`src/rtl/lzd_seq_scan.sv`:
```
// lzd_seq_scan: sequential leading-zero counter for the fp32 max/min datapath.
// Scans one nibble per cycle, MSB first, through a single shared lzd_4b and
// stops at the first non-zero nibble. Valid/ready handshakes on both sides.
//
// state | meaning
// ------+------------------------------------------------------------
// IDLE  | waiting for a word; o_ready high
// SCAN  | examining nibble nib_idx of the captured word
// DONE  | result held on o_lzc/o_zero with o_valid until taken

// 4-bit priority encoder: po is the index of the highest set bit.
module lzd_4b (
  input  logic [3:0] nib,
  output logic [1:0] po,
  output logic       po_valid
);

  // Highest set bit wins; po is don't-care when the nibble is zero.
  always_comb begin
    po_valid = |nib;
    if (nib[3])      po = 2'd3;
    else if (nib[2]) po = 2'd2;
    else if (nib[1]) po = 2'd1;
    else             po = 2'd0;
  end

endmodule

module lzd_seq_scan #(
  parameter  int WIDTH = 32,
  localparam int LZC_W = $clog2(WIDTH + 1)
) (
  input  logic             i_clk,
  input  logic             i_rst,
  input  logic             i_valid,
  input  logic [WIDTH-1:0] i_data,
  output logic             o_ready,
  output logic             o_valid,
  input  logic             i_ready,
  output logic [LZC_W-1:0] o_lzc,
  output logic             o_zero
);

  localparam int NIB   = WIDTH / 4;
  localparam int IDX_W = $clog2(NIB);

  typedef enum logic [1:0] {
    IDLE = 2'd0,
    SCAN = 2'd1,
    DONE = 2'd2
  } state_t;

  state_t           state;
  logic [WIDTH-1:0] data_reg;
  logic [IDX_W-1:0] nib_idx;
  logic [3:0]       nibble;
  logic [1:0]       po;
  logic             po_valid;

  // Nibble mux: index 0 is the most significant nibble of the data register.
  always_comb begin
    nibble = 4'd0;
    for (int i = 0; i < NIB; i++) begin
      if (nib_idx == IDX_W'(i)) nibble = data_reg[WIDTH-1-4*i -: 4];
    end
  end

  lzd_4b u_lzd (
    .nib      (nibble),
    .po       (po),
    .po_valid (po_valid)
  );

  // Reset gates o_ready directly so no word is taken in a reset cycle.
  assign o_ready = (state == IDLE) & ~i_rst;

  // Scan FSM with registered result outputs.
  always_ff @(posedge i_clk) begin
    if (i_rst) begin
      state    <= IDLE;
      data_reg <= '0;
      nib_idx  <= '0;
      o_valid  <= 1'b0;
      o_lzc    <= '0;
      o_zero   <= 1'b0;
    end else begin
      case (state)
        IDLE: begin
          if (i_valid) begin
            data_reg <= i_data;
            nib_idx  <= '0;
            state    <= SCAN;
          end
        end
        SCAN: begin
          if (po_valid) begin
            // nib_idx*4 + (3-po) without an adder, exact since WIDTH%4 == 0.
            o_lzc   <= LZC_W'({nib_idx, ~po});
            o_zero  <= 1'b0;
            o_valid <= 1'b1;
            state   <= DONE;
          end else if (nib_idx == IDX_W'(NIB - 1)) begin
            o_lzc   <= LZC_W'(WIDTH);
            o_zero  <= 1'b1;
            o_valid <= 1'b1;
            state   <= DONE;
          end else begin
            nib_idx <= nib_idx + 1'b1;
          end
        end
        DONE: begin
          if (i_ready) begin
            o_valid <= 1'b0;
            state   <= IDLE;
          end
        end
        default: begin
          o_valid <= 1'b0;
          state   <= IDLE;
        end
      endcase
    end
  end

endmodule

```
`config.mk`:
```
export PLATFORM = sky130hd
export DESIGN_NAME = lzd_seq_scan
export DESIGN_NICKNAME = d
export VERILOG_FILES = /design/src/rtl/lzd_seq_scan.sv
export SDC_FILE = /design/constraint.sdc
export NUM_CORES = 1
export LEC_CHECK = 0
export BUFFER_PORTS_ARGS = -buffer_cell sky130_fd_sc_hd__buf_2
export CAP_MARGIN = 10
export CORE_MARGIN = 2
export CORE_UTILIZATION = 55
export CTS_CLUSTER_SIZE = 25
export DETAILED_ROUTE_END_ITERATION = 10
export PLACE_DENSITY = 0.83
export REMOVE_ABC_BUFFERS = 1
export SLEW_MARGIN = 10
export SYNTH_ARGS = -nofsm -noshare
export SYNTH_HDL_FRONTEND = slang
export SYNTH_SLANG_ARGS = --single-unit
```
`constraint.sdc`:
```
create_clock -name i_clk -period 3.47 [get_ports i_clk]
set_input_delay 0.694 -clock i_clk [delete_from_list [all_inputs] [get_ports i_clk]]
set_output_delay 0.694 -clock i_clk [all_outputs]
set_load 0.005 [all_outputs]
```
==> Yosys cells after proc, flatten, opt, wreduce, memory -nomap -nowiden <==
Cells that the tools add are included.
{ "op_classes": {"add_sub_neg": 1, "eq_ne": 14, "n_mux": 27, "n_bitwise": 4, "n_reduce_logical": 10} }
{ "ops": {"columns": ["operator", "count"], "rows": [
  ["$mux 4", 8],
  ["$eq 3x3->1 const B", 4],
  ["$mux 2", 6],
  ["$mux 6", 2],
  ["$mux 3", 3],
  ["$ne 2x2->1 const B", 4],
  ["$eq 3x2->1 const B", 2],
  ["$pmux 2 s3", 1],
  ["$pmux 3 s2", 1],
  ["$reduce_and 3->1", 2],
  ["$mux 1", 5],
  ["$reduce_and 2->1", 2],
  ["$reduce_and 4->1", 1],
  ["$reduce_bool 2->1", 2],
  ["$reduce_or 4->1", 1],
  ["$add 3x1->3 const B", 1],
  ["$eq 3x1->1 const B", 1],
  ["$logic_not 3->1", 1],
  ["$ne 3x3->1 const B", 1],
  ["$pmux 1 s3", 1],
  ["$eq 2x1->1 const B", 1],
  ["$eq 2x2->1 const B", 1],
  ["$logic_not 2->1", 1],
  ["$not 1->1", 2],
  ["other kinds (2)", 2]
]} }
{ "word_totals": {"regBits": 45, "in_bits": 36, "out_inout_bits": 9, "wordCells": 62} }

==> Logic depth before layout (Yosys ltp) <==
{ "logic_depth": {"depth_word": 14, "mapped_depth": 11, "depth_no_buf": 8} }

==> Hierarchy <==
From an unflattened synthesis, not the netlist that was laid out.
{ "unflattened": {"cells_unflattened": 271, "area_unflattened_um2": 2060.7} }
{ "by_module_without_submodules": {"columns": ["mod", "n_inst", "cells_each", "area_each_um2", "seq_area_each_um2"], "rows": [
  ["lzd_seq_scan", 1, 267, 2037.0, 880.8],
  ["lzd_4b", 1, 4, 23.8, 0.0]
]} }

==> Worst setup path before layout <==
OpenSTA, ideal clock, no wires.
{ "synth_timing": {"kind": "register to register", "start": "register nib_idx[2]", "end": "register nib_idx[0]", "setup_time_ns": 0.121, "arrival_time_ns": 2.402, "t_required_ns": 3.349, "slack_ns": 0.947, "stages_incl_launch_ff": 10, "n_path_buf": 1, "synth_period_minus_slack_ns": 2.523, "path_cell_list": "dfxtp_1 > buf_4 > inv_2 > ha_1 > a22o_1 > a31oi_1 > a31oi_2 > or3_4 > nor4_4 > mux2_4"} }
{ "synth_between": {"elab_chain_len": 12, "elab_cells_between_ends": 20, "classes_between": "eq/ne (9); mux (8); reduce/logical (3)"} }
{ "synth_lines": {"columns": ["item", "line", "rtl"], "rows": [
  ["start, declared", "55", "logic [IDX_W-1:0] nib_idx;"],
  ["start signal, assigned", "108", "nib_idx <= nib_idx + 1'b1;"],
  ["$logic_not 3->1", "64", "if (nib_idx == IDX_W'(i)) nibble = data_reg[WIDTH-1-4*i -: 4];"],
  ["$mux 4 (8 in a row)", "64", null],
  ["$reduce_or 4->1", "20", "po_valid = |nib;"],
  ["$ne 2x2->1 (no source line)", null, null],
  ["$reduce_and 4->1 (no source line) *", null, null]
]} }
Every way passes the cells marked *; elsewhere a longest branch is shown, timed or not.
A chain may end at the register's enable or synchronous reset.

==> Worst setup path in the final report <==
Same ends and word-level chain as after synthesis.

==> impl_metrics.tcl <==
set metrics [dict create \
    slew_headroom 0.333 \
    grt-ovfl-total 0 \
    die_height_um 70.1 \
    tightestPinTransition_ns 0.998 \
    cts-root-buf "clkbuf_8" \
    syn_to_final_growth_pct 10.7 \
    die_w_um 70.1 \
    timing_hold_violations_final 0 \
    synth_largest_area_cell "dfxtp_1" \
    crit_family "simple AND/OR/NAND/NOR gates" \
    syn_inst 300 \
    worst_setup_path_start_kind "flip-flop" \
    hp-class "flip-flop to flip-flop" \
    synth.top_cell.area_share 0.366 \
    row_count 24 \
    synth.mux.area_fraction 0.0213 \
    pwr-share-clk 0.327 \
    synth_cell_types 65 \
    nets 371 \
    critical_path.endpoint_type "flip-flop" \
    cts_sinks 44 \
    clock_latency_ns 0.30 \
    drtPass1Iterations 4 \
    rsz0062_at_grt "false" \
    status "finished clean" \
    synth.avg_cell_area_um2 8.02 \
    grt_usage 0.241 \
    dp_hpwl_um 3920 \
    worstSetupPathType "flip-flop to flip-flop" \
    layout-drive-gt1-share 0.227 \
    powerDensity_nw_per_um2 470 \
    power_frac_comb 0.210 \
    wirelength_um 5570 \
    synth_top_family_by_area "simple AND/OR/NAND/NOR gates" \
    worst_path_largest_cell_delay_ns 0.60 \
    clk_pin_slew_worst_paths_ns 0.09 \
    dr.first_iter.drc_count 156 \
    largest_register_ffs 32 \
    crit_arrival_ns 3.22 \
    vdd_ir_drop_max_mv 0.305 \
    viasPerCell 5.69 \
    pin_count 45 \
    synth_compound_area_frac 0.214 \
    crit_slowest_cell "dfxtp_1" \
    netSwitchingPower_uw 366 \
    drtAntennaViolNets 0 \
    synth_edf_count 0 \
    port-buffer-count 44 \
    grt_max_degree 33 \
    die_area_um2 4920 \
    final-setup-viol-count 0 \
    yosysWarnings 0 \
    post-route-period-util 0.875 \
    final-max-slew-violation-count 0 \
    ctsResizeCount 0 \
    cts_setup_buffers 0 \
    p_seq_frac 0.462 \
    start_util 0.560 \
    synth-simple-area-share 0.291 \
    clock.fmax_mhz 329 \
    cts_hold_buf 0 \
    sw_frac_of_total 0.292 \
    cts_max_path_buffers 2 \
    cts_buffers 5 \
    coreArea_um2 4290 \
    yosysMostFrequentCell "nand2_1" \
    synthAdderAreaFrac 0.0312 \
    ys_async_sr_fraction 0 \
    drv_cap 0 \
    vias 2174 \
    netlist_area_um2 2400 \
    synthFlopType "dfxtp_1" \
    finClkSkew_ns 0.0117 \
    critPathMaxFanout 15 \
    tns_ns 0 \
    cts_tree "built" \
    crit_required_ns 3.66 \
    htreeDepth 2 \
    grt_pass1_vias 2099 \
    synth_xor_area_frac 0 \
    n_antenna_cell 0 \
    yosys_register_bits 44 \
    critPathBufInv 1 \
    p_leak_uw 0.00107 \
    post-route-util 0.620 \
    drc 0 \
    antenna_found_initial 0 \
    wl_per_cell_um 14.6 \
    seq_area_frac_synth 0.366 \
    post-route-min-period_ns 3.04 \
    yosys-top-cells-count "nand2_1 (77), dfxtp_1 (44), a21oi_1 (43), nor2_1 (11), clkbuf_1 (9)" \
    place_congestion 0.960 \
    grt_pass1_wl_um 9700 \
    internal_power_uw 886 \
    synth.area.top_cells "dfxtp_1 (37%), nand2_1 (12%), a21oi_1 (8.9%)" \
    worstPathCellList "inv_2 -> ha_1 -> a22o_1 -> a31oi_1 -> a31oi_2 -> or3_4 -> nor4_4 -> mux2_4" \
]
## logic make-up (layout without fill, tap and decap cells)
kind of cell / Yosys count / after routing
flops: 44 / 44
buf+inv: 29 / 59
compound gates: 79 / 79
simple gates: 138 / 138
fa+ha+maj: 6 / 6
mux: 4 / 4
## final cells by class
| cell class | instances | area [um2] |
|---|---|---|
| clock buffers | 6 | 82.6 |
| multi-input cells | 227 | 1340 |
| fillers | 390 | 1630 |
| well taps | 52 | 65.1 |
| flip-flops and latches | 44 | 881 |
| repair buffers | 46 | 235 |
| inverters | 5 | 18.8 |
| clock inverters | 2 | 38.8 |
## cell usage in the layout, fill, tap and decap left out, types with 2 or more instances in the layout
| master | n |
|---|---|
| nor3_1 | 4 |
| nor2_1 | 11 |
| nand3b_1 | 7 |
| a221oi_1 | 2 |
| buf_4 | 2 |
| ha_1 | 6 |
| nand2b_1 | 8 |
| or2_1 | 2 |
| o41ai_1 | 3 |
| a21oi_1 | 43 |
| or2b_1 | 2 |
| o2111ai_1 | 3 |
| o21a_1 | 2 |
| o21ai_0 | 2 |
| nor4_1 | 4 |
| o31ai_1 | 4 |
| inv_1 | 4 |
| mux2_4 | 2 |
| buf_2 | 44 |
| a31oi_1 | 4 |
| dfxtp_1 | 44 |
| clkbuf_8 | 6 |
| nor3b_1 | 2 |
| nand2_1 | 77 |
| nor2b_1 | 3 |
| nand3_1 | 2 |
## worst register-to-register path, stage by stage (launching register included)
cell     delay (ns)
dfxtp_1        0.60
inv_2          0.14
ha_1           0.39
a22o_1         0.29
a31oi_1        0.23
a31oi_2        0.17
or3_4          0.45
nor4_4         0.31
mux2_4         0.33
## worst paths after layout
check	start	endpoint	slack (ns)	cells after the start
setup / recovery	nib_idx[2]	nib_idx[0]	0.43	8
hold / removal	data_reg[12]	data_reg[12]	0.46	2
setup reg to reg	nib_idx[2]	nib_idx[0]	0.43	8
hold reg to reg	data_reg[12]	data_reg[12]	0.46	2
## power groups by stage
stage	registers [uW]	clock network, uW	logic (uW)
2_1_floorplan	582	0	178
3_3_place_gp	588	0	258
3_5_place_dp	590	0	262
4_1_cts	579	418	264
5_1_grt	585	436	297
6_report	579	410	263
## layer usage
layer | share of wire | vias to the layer above | global-route usage
met5 | 0 | - | 0
met4 | 0.017 | 0 | 0.0726
met3 | 0.048 | 11 | 0.0433
met2 | 0.48 | 59 | 0.394
met1 | 0.45 | 1005 | 0.325
li1 | - | 1099 | -
## through the flow
stage	total power [uW]	hold slack, ns	instances	instance area, um2	setup slack, ns
after detailed placement	852	0.449	374	2540	0.505
after CTS	1260	0.462	382	2660	0.461
after global placement	846	0.441	374	2540	0.619
after floorplan	760	0.425	276	2240	0.814
final	1250	0.457	382	2660	0.435
after global routing	1320	0.472	382	2660	0.268
Note: power is estimated with default switching activity, not from simulation.
